### config.mk
export PLATFORM = sky130hd
export DESIGN_NAME = rr_mux4x1
export DESIGN_NICKNAME = d
export VERILOG_FILES = /design/src/rtl/rr_mux_pkg.sv /design/src/rtl/rr_arbiter4.sv /design/src/rtl/rr_mux4x1.sv
export SDC_FILE = /design/constraint.sdc
export NUM_CORES = 1
export LEC_CHECK = 0
export CAP_MARGIN = 20
export CORE_MARGIN = 4
export CORE_UTILIZATION = 40
export DETAILED_ROUTE_END_ITERATION = 10
export PLACE_DENSITY = 0.82
export SLEW_MARGIN = 10
export SYNTH_ARGS = -nofsm -noshare
export SYNTH_HDL_FRONTEND = slang
export SYNTH_SLANG_ARGS = --single-unit
### constraint.sdc
create_clock -name clk -period 3.5 [get_ports clk]
set_clock_uncertainty 0.1 [all_clocks]
set_input_delay 0.525 -clock clk [delete_from_list [all_inputs] [get_ports clk]]
set_output_delay 0.525 -clock clk [all_outputs]
set_load 0.005 [all_outputs]
### src/rtl/rr_mux_pkg.sv
// Shared definitions for the 4:1 round-robin stream merger.
//   NUM_CH / SEL_W : channel count and channel-index width
//   sel_t          : channel index type
//   state_t        : packet-lock FSM states (used only with RR_MUX_PKT_LOCK_EN)
//   onehot()       : channel index -> one-hot channel mask
package rr_mux_pkg;

    localparam int NUM_CH = 4;
    localparam int SEL_W  = 2;

    typedef logic [SEL_W-1:0] sel_t;

    typedef enum logic {
        ST_ARB  = 1'b0,
        ST_LOCK = 1'b1
    } state_t;

    function automatic logic [NUM_CH-1:0] onehot(input sel_t idx);
        logic [NUM_CH-1:0] one;
        one = {{(NUM_CH-1){1'b0}}, 1'b1};
        return one << idx;
    endfunction

endpackage

### src/rtl/rr_arbiter4.sv
// Four-way round-robin arbiter with its priority pointer.
//   clk, rst_n : clock, synchronous active-low reset
//   req        : per-channel request
//   advance    : a grant was consumed this cycle
//   lock_en    : the consumed grant is a non-final packet beat; keep the pointer
//   gnt        : one-hot grant (zero when nothing requests)
//   gnt_idx    : index of the granted channel
//   gnt_any    : some channel is granted
module rr_arbiter4
    import rr_mux_pkg::*;
(
    input  logic              clk,
    input  logic              rst_n,
    input  logic [NUM_CH-1:0] req,
    input  logic              advance,
    input  logic              lock_en,
    output logic [NUM_CH-1:0] gnt,
    output logic [SEL_W-1:0]  gnt_idx,
    output logic              gnt_any
);

    sel_t last_grant;

    // Search starts one past the previous winner; the 2-bit add wraps mod 4,
    // so the fourth candidate is the previous winner itself.
    always_comb begin
        sel_t cand;
        gnt_any = 1'b0;
        gnt_idx = last_grant;
        cand    = last_grant;
        for (int i = 1; i <= NUM_CH; i++) begin
            cand = last_grant + sel_t'(i);
            if (!gnt_any && req[cand]) begin
                gnt_any = 1'b1;
                gnt_idx = cand;
            end
        end
    end

    assign gnt = gnt_any ? onehot(gnt_idx) : '0;

    // Pointer moves only on a consumed grant that ends a packet, so idle
    // cycles and mid-packet beats leave priority untouched.
    always_ff @(posedge clk) begin
        if (!rst_n)
            last_grant <= sel_t'(NUM_CH - 1);
        else if (advance && !lock_en)
            last_grant <= gnt_idx;
    end

endmodule

### src/rtl/rr_mux4x1.sv
// Four-channel to one-channel valid/ready stream merger with round-robin
// arbitration and a single registered output stage carrying the source index.
// Optional packet lock: define RR_MUX_PKT_LOCK_EN to add in_last/out_last and
// hold the grant on one channel until its last beat.
//   clk, rst_n : clock, synchronous active-low reset
//   in_valid   : per-channel valid (bit k = channel k)
//   in_data    : channel k at [k*DATA_W +: DATA_W]
//   in_last    : per-channel end of packet (lock build only)
//   in_ready   : per-channel accept, at most one bit set
//   out_valid  : output register holds a beat
//   out_data   : registered beat
//   out_sel    : channel that produced out_data
//   out_last   : registered end of packet (lock build only)
//   out_ready  : consumer accepts the beat
module rr_mux4x1
    import rr_mux_pkg::*;
#(
    parameter int DATA_W = 8
) (
    input  logic                     clk,
    input  logic                     rst_n,
    input  logic [NUM_CH-1:0]        in_valid,
    input  logic [NUM_CH*DATA_W-1:0] in_data,
`ifdef RR_MUX_PKT_LOCK_EN
    input  logic [NUM_CH-1:0]        in_last,
    output logic                     out_last,
`endif
    output logic [NUM_CH-1:0]        in_ready,
    output logic                     out_valid,
    output logic [DATA_W-1:0]        out_data,
    output logic [SEL_W-1:0]         out_sel,
    input  logic                     out_ready
);

    logic [NUM_CH-1:0][DATA_W-1:0] ch_data;
    logic [NUM_CH-1:0]             req;
    logic [NUM_CH-1:0]             gnt;
    logic [SEL_W-1:0]              gnt_idx;
    logic                          gnt_any;
    logic                          load_en;
    logic                          xfer;
    logic                          lock_en;

    assign ch_data = in_data;

    // The register can take a new beat when empty or being drained this
    // cycle, which gives one beat per cycle under continuous flow.
    assign load_en = !out_valid || out_ready;

    // Gated by rst_n so a reset cycle never signals acceptance.
    assign xfer = rst_n && load_en && gnt_any;

    genvar g;
    generate
        for (g = 0; g < NUM_CH; g++) begin : g_rdy
            assign in_ready[g] = xfer && gnt[g];
        end
    endgenerate

`ifdef RR_MUX_PKT_LOCK_EN
    state_t state_q, state_d;

    // While locked, out_sel still names the channel that opened the packet,
    // so it doubles as the lock owner.
    assign req     = (state_q == ST_LOCK) ? (in_valid & onehot(out_sel)) : in_valid;
    assign lock_en = !in_last[gnt_idx];

    always_comb begin
        state_d = state_q;
        case (state_q)
            ST_ARB:  if (xfer && !in_last[gnt_idx]) state_d = ST_LOCK;
            ST_LOCK: if (xfer &&  in_last[gnt_idx]) state_d = ST_ARB;
            default: state_d = ST_ARB;
        endcase
    end

    always_ff @(posedge clk) begin
        if (!rst_n)
            state_q <= ST_ARB;
        else
            state_q <= state_d;
    end
`else
    assign req     = in_valid;
    assign lock_en = 1'b0;
`endif

    rr_arbiter4 u_arb (
        .clk     (clk),
        .rst_n   (rst_n),
        .req     (req),
        .advance (xfer),
        .lock_en (lock_en),
        .gnt     (gnt),
        .gnt_idx (gnt_idx),
        .gnt_any (gnt_any)
    );

    // A drain with no refill clears valid only; data and sel keep their values.
    always_ff @(posedge clk) begin
        if (!rst_n) begin
            out_valid <= 1'b0;
            out_data  <= '0;
            out_sel   <= '0;
`ifdef RR_MUX_PKT_LOCK_EN
            out_last  <= 1'b0;
`endif
        end else if (xfer) begin
            out_valid <= 1'b1;
            out_data  <= ch_data[gnt_idx];
            out_sel   <= gnt_idx;
`ifdef RR_MUX_PKT_LOCK_EN
            out_last  <= in_last[gnt_idx];
`endif
        end else if (out_ready) begin
            out_valid <= 1'b0;
        end
    end

endmodule

Yosys cells after proc, flatten, opt, wreduce, memory -nomap -nowiden:

Cells that the tools add are included.

* word-level logic and storage cells: 49
* register bits: 13
* output and inout bits: 15
* bits of input ports: 39

* reductions and logical operators: 15
* $add $sub $neg: 3
* shift operators: 1
* $lt $le $gt $ge: 5
* muxes and demuxes: 21

Operators with widths (number)
* 8-bit binary-select mux with 2-bit select: 1
* 2-bit by 3-bit < comparator with 1-bit output (second input constant): 5
* 1-bit two-way mux: 10
* 1-bit logical AND: 9
* 1-bit binary-select mux with 2-bit select: 4
* 2-bit two-way mux: 4
* 8-bit two-way mux: 1
* 2-bit adder (second input constant): 2
* 1-bit zero test: 4
* 4-bit two-way mux: 1
* 1-bit by 2-bit left shift with 4-bit output (first input constant): 1
* 2-bit by 1-bit adder with 2-bit output (second input constant): 1
* 2-bit nonzero test: 1
* 1-bit logical OR: 1

Longest topological paths before layout:

Gate-level depths: netlist of run 1.

* depth after elaboration: 16
* mapped depth: 8
* depth with buffers taken out: 5

By module:

A second synthesis of run 1 with hierarchy kept.

* cell total of the unflattened synthesis: 99
* area, all modules: 935.9 um^2

Modules (own cells, without submodules)
* rr_mux4x1: area an instance 686.9 um^2, cells each 63, instances 1, seq. area each 220.2 um^2
* rr_arbiter4: area an instance 249.0 um^2, cells each 36, instances 1, seq. area each 40.0 um^2

Least setup slack after synthesis of run 1:

No wires, ideal clock.

* path kind: input -> output
* from: input in_valid[3]
* to: output in_ready[0]
* buffers on the path: 3
* data arrival time: 1644 ps
* setup slack: 1231 ps
* required time: 2875 ps
* stages: 7
* cells stage by stage: nor2b_2 -> o21a_1 -> buf_6 -> or2_1 -> buf_6 -> buf_12 -> nor3_1

* word-level cells in the longest chain between the ends: 15
* elaborated cells between the ends (all ways): 26
* classes of those cells: 1 x shift; 17 x mux; 8 x reduce/logical

Ends and longest elaborated chain
* start: declaration: RTL line rr_mux4x1.sv:22 `input logic [NUM_CH-1:0] in_valid,`
* 1-bit binary-select mux with 2-bit select: RTL line rr_arbiter4.sv:33 `if (!gnt_any && req[cand]) begin`
* 1-bit two-way mux (not written as such): RTL line rr_arbiter4.sv:33
* 1-bit two-way mux: RTL line rr_arbiter4.sv:33
* 1-bit zero test: RTL line rr_arbiter4.sv:33
* 1-bit logical AND: RTL line rr_arbiter4.sv:33
* 1-bit two-way mux: RTL line rr_arbiter4.sv:33
* 1-bit zero test: RTL line rr_arbiter4.sv:33
* 1-bit logical AND: RTL line rr_arbiter4.sv:33
* 1-bit two-way mux: RTL line rr_arbiter4.sv:33
* 1-bit zero test: RTL line rr_arbiter4.sv:33
* 1-bit logical AND: RTL line rr_arbiter4.sv:33
* 2-bit two-way mux: RTL line rr_arbiter4.sv:33
* 1-bit by 2-bit left shift with 4-bit output: RTL line rr_mux_pkg.sv:21 `return one << idx;`
* 4-bit two-way mux: RTL line rr_arbiter4.sv:40 `assign gnt = gnt_any ? onehot(gnt_idx) : '0;`
* 1-bit logical AND *: RTL line rr_mux4x1.sv:56 `assign in_ready[g] = xfer && gnt[g];`
* end: declaration: RTL line rr_mux4x1.sv:28 `output logic [NUM_CH-1:0] in_ready,`

Every way passes the cells marked *; elsewhere a longest branch is shown, timed or not. The select of a mux whose other input is x is not followed.

Worst setup path in the final report of run 1:

* from: input in_valid[3]
* to: output in_ready[2]

Same word-level chain as after synthesis.

==> impl_summary.log, run 1 <==
INFO  metric internal_power = 0.374 mW
INFO  metric chipHeight = 56.4 um
INFO  metric synth_compound_area_frac = 0.326
INFO  metric postCtsHoldBufs = 0
INFO  metric vdd_drop_max = 271 uV
INFO  metric globalplace.congestion = 0.895
INFO  metric portBuffers = 53
INFO  metric layout.filler_cells = 188
INFO  metric remaining_drc_errors = 0
INFO  metric insertion_delay = 0.27 ns
INFO  metric synthCells = 107
INFO  metric postSynth.topFlopCell = sky130_fd_sc_hd__dfxtp_1
INFO  metric power.share.switching = 0.338
INFO  metric cell_leakage_power = 0.530 nW
INFO  metric vias = 1048
INFO  metric finalSetupViolations = 0
INFO  metric timing.critical_path.slowest_stage_cell = sky130_fd_sc_hd__clkdlybuf4s50_1
INFO  metric fmaxAchievable = 0.309 GHz
INFO  metric cts.repair_timing.setup_buffer_count = 0
INFO  metric cts_h_tree_depth = 1
INFO  metric globalRouteTotalUtil = 0.177
INFO  metric report.final.slew_viol_count = 0
INFO  metric fin_nets = 201
INFO  metric synth_seq_cells = 13
INFO  metric setup.worst_path.start_class = primary input
INFO  metric hold_path_depth = 2
INFO  metric wl = 2810 um
INFO  metric dr.pass1.iters = 4
INFO  metric synth.top_cells.by_area = sky130_fd_sc_hd__dfxtp_1 28%, sky130_fd_sc_hd__nor3b_1 13%, sky130_fd_sc_hd__a211oi_2 11%
INFO  metric cell_area_reported_after_detailed_placement = 1480 um^2
INFO  metric outcome = finished clean
INFO  metric layout.cells.most_common = sky130_fd_sc_hd__clkdlybuf4s50_1
INFO  metric timing.hold.worst.class = reg2reg
INFO  metric async_reset_ff_frac = 0
INFO  metric route.detailed.wl_per_inst = 14.9 um
INFO  metric critPathMaxStageDelay = 0.54 ns
INFO  metric numCtsBuffers = 3
INFO  metric synth_area = 937 um^2
INFO  metric start_util = 0.424
INFO  metric cts.root.buffer_cell = sky130_fd_sc_hd__clkbuf_4
INFO  metric slew_headroom = 0.694
INFO  metric power.share.combinational = 0.493
INFO  metric worst_setup_path_end_kind = primary output
INFO  metric post-layout-total-power = 0.564 mW
INFO  metric post-route-min-period = 3.23 ns
INFO  metric detailedPlacementHpwl = 2290 um
INFO  metric insertedDiodeCount = 0
INFO  metric p_switching = 0.191 mW
INFO  metric synth.lib_cells_used.distinct = 28
INFO  metric timing.final.crit_share = 0.923
INFO  metric yosys.area_share.xor_xnor = 0
INFO  metric cts_tree = done
INFO  metric number_of_clock_sinks = 13
INFO  metric drive_gt1_frac = 0.137
INFO  metric synth_top_family_by_area = compound AO/OA/AOI/OAI gates
INFO  metric critPathRequiredTime = 2.87 ns
INFO  metric antenna_found_initial = 0
INFO  metric yosys-mux-area-fraction = 0
INFO  metric cts.clk_slew.worst_paths = 0.07 ns
INFO  metric layout-area-overhead-vs-synth = 61.0%
INFO  metric via_count_of_the_first_global_routing_pass = 1078
INFO  metric synth_area_per_cell = 8.76 um^2
INFO  metric yosysTopAreaCell = sky130_fd_sc_hd__dfxtp_1
INFO  metric post_route_utilization = 0.682
INFO  metric post-route-cell-area = 1510 um^2
INFO  metric power_frac_clock = 0.162
INFO  metric yosys_warns = 0
INFO  metric cp.arrival = 2.61 ns
INFO  metric grt_pass1_wl = 4540 um
INFO  metric count_of_endpoints_failing_hold_in_the_final_timing_report = 0
INFO  metric antenna_violating_nets_post_route = 0
INFO  metric mostFrequentLayoutCells = 53 x sky130_fd_sc_hd__clkdlybuf4s50_1, 16 x sky130_fd_sc_hd__nor3b_1, 13 x sky130_fd_sc_hd__dfxtp_1, 9 x sky130_fd_sc_hd__nand3_1, 9 x sky130_fd_sc_hd__o31ai_1
INFO  metric fp-row-count = 17
INFO  metric synth_seq_area_share = 0.278
INFO  metric max_cap_viol_count = 0
INFO  metric die_x = 56.4 um
INFO  metric vias_per_cell = 5.54
INFO  metric postCtsResizedCells = 0
INFO  metric ioPinCount = 54
INFO  metric cts_max_path_buffers = 2
INFO  metric grt_setup_unrepaired = no
INFO  metric crit_path_frequent_cell = sky130_fd_sc_hd__clkdlybuf4s50_1
INFO  metric grt_start_max_net_pins = 20
INFO  metric synth_fa_ha_area_frac = 0
INFO  metric timing.setup.critical_path_class = in2out
INFO  metric synthDominantCellAreaShare = 0.278
INFO  metric seq_power_share = 0.345
INFO  metric reg2reg_depth = 6
INFO  metric synth_edf_count = 0
INFO  metric design.die.area = 3180 um^2
INFO  metric globalRoute.totalOverflow = 0
INFO  metric crit_chain = clkdlybuf4s50_1, nor2b_2, a21o_1, a221o_1, nor3_1, clkdlybuf4s50_1
INFO  metric cellPowerDensity = 374 nW/um^2
INFO  metric critical_path.max_fanout = 6
INFO  metric drt_iter0_drc = 27
INFO  metric post_synth_simple_gate_area = 0.311
INFO  metric final.setup.tns = 0 ns
INFO  metric worst_pin_slew = 0.459 ns
INFO  metric synth_fp_nets = 146
INFO  metric placeableCoreArea = 2210 um^2
[cell families after synthesis]
kind of cell	Yosys count
DFF	13
AOI/OAI and AO/OA	35
buffers and inverters	12
and+or+nand+nor	47
[power by group through the flow]
stage	registers (mW)	clock network, mW	logic (mW)
floorplan	0.193	0	0.163
global placement	0.195	0	0.272
detailed placement	0.197	0	0.279
CTS	0.194	0.0932	0.280
global route	0.199	0.104	0.300
finish	0.195	0.0916	0.278
[critical path, delay by kind of cell]
family	cells	cell delay (ns)
AO/OA/AOI/OAI	2	0.66
buffers and inverters	2	1.00
AND/OR/NAND/NOR	2	0.42
[cell type report]
type                       count  area (um^2)  area share
tap                           28         35.0      0.0232
clock buffer                   4         26.3      0.0174
multi-input combinational     82          597       0.396
timing repair buffer          60          583       0.386
inverter                       2         7.51     0.00498
sequential                    13          260       0.172
[synthesized netlist by cell type (3+ instances only)]
library cell and instances:
sky130_fd_sc_hd__nor2b_1 4, sky130_fd_sc_hd__nor2_1 8, sky130_fd_sc_hd__o31ai_1 9, sky130_fd_sc_hd__a211oi_2 8
sky130_fd_sc_hd__buf_2 3, sky130_fd_sc_hd__nand3_1 9, sky130_fd_sc_hd__nor3_1 4, sky130_fd_sc_hd__dfxtp_1 13
sky130_fd_sc_hd__clkbuf_1 4, sky130_fd_sc_hd__a211oi_1 8, sky130_fd_sc_hd__nor3b_1 16
[metrics by stage]
step                std cells  hold slack (ns)  setup slack (ns)
CTS                       189            0.376             0.271
detailed placement        185            0.365             0.279
finish                    189            0.370             0.269
global route              189            0.396             0.217
floorplan                 107            0.364              1.23
global placement          185            0.358             0.332
[state kept, by name, summed over array words and instances, names as in the netlist]
name and flops:
out_data 8, out_valid 1, u_arb.last_grant 2, out_sel 2
[worst paths after layout]
kind | slack (ns) | end | start
setup / recovery | 0.27 | in_ready[2] | in_valid[3]
hold / removal | 0.37 | out_data[5] | out_data[5]
setup reg to reg | 1.42 | out_data[2] | u_arb.last_grant[0]
hold reg to reg | 0.37 | out_data[5] | out_data[5]
[per-layer routing]
metal | track usage | up-vias | share of wire
li1 | - | 519 | -
met1 | 0.184 | 485 | 0.40
met2 | 0.337 | 42 | 0.52
met3 | 0.0460 | 2 | 0.069
met4 | 0.0610 | 0 | 0.0096
met5 | 0 | - | 0
(Power assumes the default switching activity.)
==> run 2: changes to the inputs <==
==> constraint.sdc (replaced) <==
create_clock -name clk -period 3.5 [get_ports clk]
set_clock_uncertainty 0.1 [all_clocks]
set_input_delay 0.525 -clock clk [delete_from_list [all_inputs] [get_ports clk]]
set_output_delay 0.525 -clock clk [all_outputs]
set_load 0.05 [all_outputs]
==> run 2 against run 1 <==
Net effect: first-iteration DRC count decreased by 70%; critical path type unchanged; count of clock-buffer cells in the layout unchanged; critical path depth did not move; routed wire length is 7.1% higher; largest cell class is now buffers; combinational power is 36% higher; design area rose by 0.99%; via count is 1.8% higher; largest power group unchanged; clock power rose by 9%; worst hold slack better by 0.0056 ns; non-clock buffer count is the same.
==> impl_summary.log, run 2 (synthesis gave the netlist of run 1 again) <==
INFO  metric mostFrequentLayoutCells = 49 x sky130_fd_sc_hd__clkdlybuf4s50_1, 16 x sky130_fd_sc_hd__nor3b_1, 13 x sky130_fd_sc_hd__dfxtp_1
INFO  metric fmaxAchievable = 0.329 GHz (+6.2%)
INFO  metric setup.worst_path.start_class = primary input
INFO  metric via_count_of_the_first_global_routing_pass = 1084 (+0.56%)
INFO  metric timing.hold.worst.start = out_data[3]
INFO  metric cts.repair_timing.setup_buffer_count = 0 (unchanged)
INFO  metric multiInputGateArea = 597 um^2 (unchanged)
INFO  metric slew_headroom = 0.643 (-0.0510)
INFO  metric largest-register = out_data
INFO  metric ioPinCount = 54 (unchanged)
INFO  metric worst_pin_slew = 0.534 ns (+0.0751 ns)
INFO  metric chipHeight = 56.4 um (unchanged)
INFO  metric dr.pass1.iters = 4 (unchanged)
INFO  metric worst_setup_path_end_kind = primary output
INFO  metric outcome = finished clean
INFO  metric grt_start_max_net_pins = 16 (-20%)
INFO  metric grt_setup_unrepaired = no
INFO  metric fp-row-count = 17 (unchanged)
INFO  metric postCtsResizedCells = 0 (unchanged)
INFO  metric fin_nets = 201 (unchanged)
INFO  metric number_of_clock_sinks = 13 (unchanged)
INFO  metric detailedPlacementHpwl = 2350 um (+2.8%)
INFO  metric insertedDiodeCount = 0 (unchanged)
INFO  metric placeableCoreArea = 2210 um^2 (unchanged)
INFO  metric layout-area-overhead-vs-synth = 62.6%
INFO  metric startpoint_of_the_worst_register_to_register_path = u_arb.last_grant[0]
INFO  metric vias = 1067 (+1.8%)
INFO  metric ff_latch_area = 260 um^2 (unchanged)
INFO  metric timing.setup.critical_path_class = in2out
INFO  metric insertion_delay = 0.28 ns (about the same)
INFO  metric start_util = 0.424 (unchanged)
INFO  metric stdcell_count = 189 (unchanged)
INFO  metric wl = 3010 um (+7.1%)
INFO  metric drive_gt1_frac = 0.161 (+0.0248)
INFO  metric globalRoute.totalOverflow = 0 (unchanged)
INFO  metric cts.root.buffer_cell = sky130_fd_sc_hd__clkbuf_4
INFO  metric setup.reg_to_reg.worst_slack = 1.38 ns (-0.04 ns)
INFO  metric cell_leakage_power = 0.543 nW (+2.5%)
INFO  metric max_cap_viol_count = 0 (unchanged)
INFO  metric remaining_drc_errors = 0 (unchanged)
INFO  metric portBuffers = 53 (unchanged)
INFO  metric numCtsBuffers = 3 (unchanged)
INFO  metric layout_top_registers = out_data (8), out_sel (2), u_arb.last_grant (2)
INFO  metric die_x = 56.4 um (unchanged)
INFO  metric drt_iter0_drc = 8 (-70%)
INFO  metric globalplace.congestion = 0.860 (-3.9%)
INFO  metric antenna_violating_nets_post_route = 0 (unchanged)
INFO  metric vdd_drop_max = 224 uV (-17%)
INFO  metric cts_tree = done
INFO  metric cts_max_path_buffers = 2 (unchanged)
INFO  metric layout.filler_cells = 186 (-1.1%)
INFO  metric cp.arrival = 2.42 ns (-0.19 ns)
INFO  metric final.setup.tns = 0 ns (unchanged)
INFO  metric finalSetupViolations = 0 (unchanged)
INFO  metric antenna_found_initial = 0 (unchanged)
INFO  metric report.final.slew_viol_count = 0 (unchanged)
INFO  metric vias_per_cell = 5.65 (+1.8%)
INFO  metric globalRouteTotalUtil = 0.191 (+0.0142)
INFO  metric count_of_endpoints_failing_hold_in_the_final_timing_report = 0 (unchanged)
INFO  metric postCtsHoldBufs = 0 (unchanged)
INFO  metric critical_path.max_fanout = 7 (+1)
INFO  metric layout.cells.most_common = sky130_fd_sc_hd__clkdlybuf4s50_1
INFO  metric critPathRequiredTime = 2.87 ns (about the same)
INFO  metric route.detailed.wl_per_inst = 15.9 um (+7.1%)
INFO  metric design.die.area = 3180 um^2 (unchanged)
INFO  metric timing.final.crit_share = 0.870 (-0.0536)
INFO  metric crit_path_start = in_valid[3]
INFO  metric dpl.cell_count = 185 (unchanged)
INFO  metric cts_h_tree_depth = 1 (unchanged)
INFO  metric cellPowerDensity = 441 nW/um^2 (+18%)
INFO  metric grt_pass1_wl = 4850 um (+6.8%)
INFO  metric post-route-min-period = 3.04 ns (-0.188 ns)
INFO  metric cts.clk_slew.worst_paths = 0.09 ns (+0.02 ns)
INFO  metric timing.hold.worst.class = reg2reg
INFO  metric largest_register_ff_count = 8 (unchanged)
-- run 2: changes by cell type in the layout (fill, tap and decap cells not counted), sizes merged --
| cell | change |
|---|---|
| buf | +4 |
| clkdlybuf4s50 | -4 |
-- run 2: final timing paths --
check,cells past startpoint,end
worst max-delay path,6,in_ready[2]
worst min-delay path,2,out_data[3]
worst max register to register,6,out_data[2]
worst min register to register,2,out_data[3]
-- run 2: through the flow --
| step | total power [mW] | cell area [um^2] | util | worst slack (ns) | hold slack (ns) |
|---|---|---|---|---|---|
| final | 0.672 | 1520 | 0.689 | 0.456 | 0.375 |
| after global routing | 0.710 | 1520 | 0.689 | 0.413 | 0.397 |
| after detailed placement | 0.574 | 1500 | 0.677 | 0.477 | 0.363 |
| after CTS | 0.672 | 1520 | 0.689 | 0.475 | 0.375 |
| after floorplan | 0.448 | 937 | - | 0.344 | 0.397 |
| after global placement | 0.564 | 1500 | 0.677 | 0.549 | 0.355 |
-- run 2: final cells by class --
class,instances,share of cell area
well taps,28,0.0230
inverters,2,0.00493
clock buffers,4,0.0172
repair buffers,60,0.392
multi-input cells,82,0.392
flip-flops and latches,13,0.171
-- run 2: critical path: stages --
cell	delay [ns]
sky130_fd_sc_hd__clkdlybuf4s50_1	0.45
sky130_fd_sc_hd__nor2b_2	0.19
sky130_fd_sc_hd__a21o_1	0.18
sky130_fd_sc_hd__a221o_1	0.48
sky130_fd_sc_hd__nor3_1	0.39
sky130_fd_sc_hd__buf_12	0.19
-- run 2: power by group --
group	total (mW)	internal, mW	leakage, nW	switching, mW
combinational	0.377	0.158	0.420	0.219
clock	0.100	0.0443	0.0150	0.0561
sequential	0.194	0.174	0.108	0.0195
total	0.672	0.377	0.543	0.295
-- run 2: metal layers --
metal  vias up  GRT usage  part of all wire
li1        521          -                 -
met1       497      0.229              0.40
met2        45      0.331              0.53
met3         4     0.0299             0.054
met4         0     0.0915             0.015
met5         -          0                 0
==> run 3: changes to the inputs <==
==> constraint.sdc (replaced) <==
create_clock -name clk -period 3.5 [get_ports clk]
set_clock_uncertainty 0.1 [all_clocks]
set_input_delay 0.7 -clock clk [delete_from_list [all_inputs] [get_ports clk]]
set_output_delay 0.7 -clock clk [all_outputs]
set_load 0.05 [all_outputs]
==> run 3 against run 2 <==
Net effect: power rose by 0.51%; count of clock-buffer cells in the layout fell by 1; critical endpoint is now in_ready[0]; non-clock buffer count rose by 2; sequential cell count did not move; worst setup slack got worse by 0.25 ns; sequential power barely moved.
==> impl_summary.log, run 3 (synthesis gave the netlist of run 1 again) <==
INFO  metric outcome = finished clean
INFO  metric remaining_drc_errors = 0 (unchanged)
INFO  metric layout.cells.most_common = sky130_fd_sc_hd__clkdlybuf4s50_1
INFO  metric layout.filler_cells = 191 (+2.7%)
INFO  metric vias_per_cell = 5.44 (-3.6%)
INFO  metric internal_power = 0.379 mW (+0.53%)
INFO  metric timing.setup.critical_path_class = in2out
INFO  metric grt_start_max_net_pins = 15 (-1)
INFO  metric critPathRequiredTime = 2.70 ns (-0.17 ns)
INFO  metric detailedPlacementHpwl = 2290 um (-2.7%)
INFO  metric slew_headroom = 0.633 (-0.00963)
INFO  metric power.share.switching = 0.439 (about the same)
INFO  metric vias = 1039 (-2.6%)
INFO  metric postCtsHoldBufs = 0 (unchanged)
INFO  metric setup.worst_path.start_class = primary input
INFO  metric post_route_utilization = 0.696 (+0.00735)
INFO  metric cts_max_path_buffers = 2 (unchanged)
INFO  metric via_count_of_the_first_global_routing_pass = 1068 (-1.5%)
INFO  metric max_cap_viol_count = 0 (unchanged)
INFO  metric placeableCoreArea = 2210 um^2 (unchanged)
INFO  metric globalRoute.totalOverflow = 0 (unchanged)
INFO  metric power_frac_clock = 0.151 (+0.002)
INFO  metric drt_iter0_drc = 9 (+1)
INFO  metric fin_nets = 203 (+1.0%)
INFO  metric cts.repair_timing.setup_buffer_count = 0 (unchanged)
INFO  metric layout-area-overhead-vs-synth = 64.4%
INFO  metric reg2reg_depth = 6 (unchanged)
INFO  metric design.die.area = 3180 um^2 (unchanged)
INFO  metric fp-row-count = 17 (unchanged)
INFO  metric finalSetupViolations = 0 (unchanged)
INFO  metric regToRegEndpoint = out_data[1]
INFO  metric dpl.cell_count = 187 (+1.1%)
INFO  metric count_of_endpoints_failing_hold_in_the_final_timing_report = 0 (unchanged)
INFO  metric layout_top_registers = out_data (8), out_sel (2), u_arb.last_grant (2)
INFO  metric final.setup.tns = 0 ns (unchanged)
INFO  metric grt_pass1_wl = 4830 um (-0.41%)
INFO  metric post-route-min-period = 3.29 ns (+0.246 ns)
INFO  metric min_delay_worst_endpoint = out_data[5]
INFO  metric portBuffers = 53 (unchanged)
INFO  metric worst_setup_path_end_kind = primary output
INFO  metric cellPowerDensity = 438 nW/um^2 (-0.55%)
INFO  metric vdd_drop_max = 266 uV (+19%)
INFO  metric startpoint_of_the_worst_register_to_register_path = u_arb.last_grant[0]
INFO  metric largest_register_ff_count = 8 (unchanged)
INFO  metric post-layout-total-power = 0.675 mW (+0.51%)
INFO  metric buf_inv_stages_crit_path = 2 (unchanged)
INFO  metric power.share.combinational = 0.562 (about the same)
INFO  metric timing.critical_path.slowest_stage_cell = sky130_fd_sc_hd__clkdlybuf4s50_1
INFO  metric hold_path_depth = 2 (unchanged)
INFO  metric largest-register = out_data
INFO  metric number_of_clock_sinks = 13 (unchanged)
INFO  metric globalplace.congestion = 0.813 (-5.5%)
INFO  metric insertion_delay = 0.28 ns (about the same)
INFO  metric dr.pass1.iters = 4 (unchanged)
INFO  metric cts_h_tree_depth = 1 (unchanged)
INFO  metric timing.hold.worst.class = reg2reg
INFO  metric multiInputGateArea = 597 um^2 (unchanged)
INFO  metric start_util = 0.424 (unchanged)
INFO  metric stdcell_count = 191 (+1.1%)
INFO  metric report.final.slew_viol_count = 0 (unchanged)
INFO  metric route.detailed.wl_per_inst = 15.3 um (-4.0%)
INFO  metric cts.root.buffer_cell = sky130_fd_sc_hd__clkbuf_4
INFO  metric worst_pin_slew = 0.550 ns (+0.0159 ns)
INFO  metric cell_leakage_power = 0.555 nW (+2.2%)
INFO  metric ff_latch_area = 260 um^2 (unchanged)
INFO  metric setup.reg_to_reg.worst_slack = 1.34 ns (-0.04 ns)
INFO  metric cp.arrival = 2.49 ns (+0.07 ns)
INFO  metric antenna_violating_nets_post_route = 0 (unchanged)
INFO  metric die_x = 56.4 um (unchanged)
INFO  metric grt_setup_unrepaired = no
INFO  metric critical_path.max_fanout = 10 (+3)
INFO  metric timing.final.crit_share = 0.940 (+0.0703)
INFO  metric p_switching = 0.296 mW (+0.48%)
INFO  metric critPathMaxStageDelay = 0.52 ns (+0.04 ns)
INFO  metric seq_power_share = 0.287 (-0.002)
INFO  metric cts_tree = done
INFO  metric drive_gt1_frac = 0.178 (+0.0164)
INFO  metric globalRouteTotalUtil = 0.189 (-0.00246)
INFO  metric hold-worst-slack = 0.375 ns (-0.000357 ns)
INFO  metric crit_chain = clkdlybuf4s50_1, nor2b_1, nor3_4, or2_1, nor3_1, buf_4
INFO  metric postCtsResizedCells = 0 (unchanged)
INFO  metric mostFrequentLayoutCells = 49 x sky130_fd_sc_hd__clkdlybuf4s50_1, 16 x sky130_fd_sc_hd__nor3b_1, 13 x sky130_fd_sc_hd__dfxtp_1, 11 x sky130_fd_sc_hd__buf_4
INFO  metric insertedDiodeCount = 0 (unchanged)
INFO  metric path_delay_family = simple AND/OR/NAND/NOR gates
INFO  metric ioPinCount = 54 (unchanged)
INFO  metric cts.clk_slew.worst_paths = 0.10 ns (about the same)
INFO  metric timing.hold.worst.start = out_data[5]
INFO  metric numCtsBuffers = 3 (unchanged)
INFO  metric antenna_found_initial = 0 (unchanged)
INFO  metric wl = 2920 um (-3.0%)
INFO  metric chipHeight = 56.4 um (unchanged)
INFO  metric fmaxAchievable = 0.304 GHz (-7.5%)
run 3: cell types whose count changed in the layout (fill, tap and decap cells not counted):
cell                       before  now
sky130_fd_sc_hd__clkbuf_1       1    0
sky130_fd_sc_hd__clkinv_2       0    1
sky130_fd_sc_hd__buf_4          9   11
run 3: how the worst max path moves through the flow:
stage | start | endpoint | slack, ns | cells past startpoint
after floorplan | in_valid[3] | in_ready[0] | -0.006 | 7
after global placement | in_valid[3] | in_ready[2] | 0.27 | 6
after detailed placement | in_valid[1] | in_ready[0] | 0.23 | 6
after CTS | in_valid[1] | in_ready[0] | 0.24 | 6
after global routing | in_valid[1] | in_ready[1] | 0.12 | 6
final | in_valid[1] | in_ready[0] | 0.21 | 6
run 3: cell type report:
cell class                      count  share of cell area
Clock buffer                        3              0.0146
Clock inverter                      1             0.00325
Inverter                            2             0.00487
Multi-Input combinational cell     82               0.387
Sequential cell                    13               0.169
Tap cell                           28              0.0227
Timing Repair Buffer               62               0.398
run 3: power by group through the flow:
stage | sequential, mW | combinational (mW) | clock (mW)
5_1_grt | 0.197 | 0.404 | 0.109
6_report | 0.194 | 0.379 | 0.102
3_3_place_gp | 0.195 | 0.373 | 0
3_5_place_dp | 0.197 | 0.380 | 0
4_1_cts | 0.194 | 0.381 | 0.101
2_1_floorplan | 0.269 | 0.179 | 0
run 3: routing by layer:
layer  part of all wire  up-vias  track usage  wire (um)
met1               0.42      474        0.225       1220
met2               0.51       38        0.327       1480
li1                   -      521            -          -
met3              0.055        6       0.0322        160
met5                  0        -            0          0
met4              0.022        0       0.0847         64
run 3: stage by stage:
stage                     area [um^2]  setup WS [ns]
after floorplan                   937       -0.00642
after global placement           1510          0.271
after detailed placement         1510          0.233
after CTS                        1540          0.235
after global routing             1540          0.115
final                            1540          0.210
run 3: tightest hold or removal path, stage by stage, from the launching register on:
cell	delay, ns
sky130_fd_sc_hd__dfxtp_1	0.32
sky130_fd_sc_hd__nand3_1	0.06
sky130_fd_sc_hd__o31ai_1	0.06
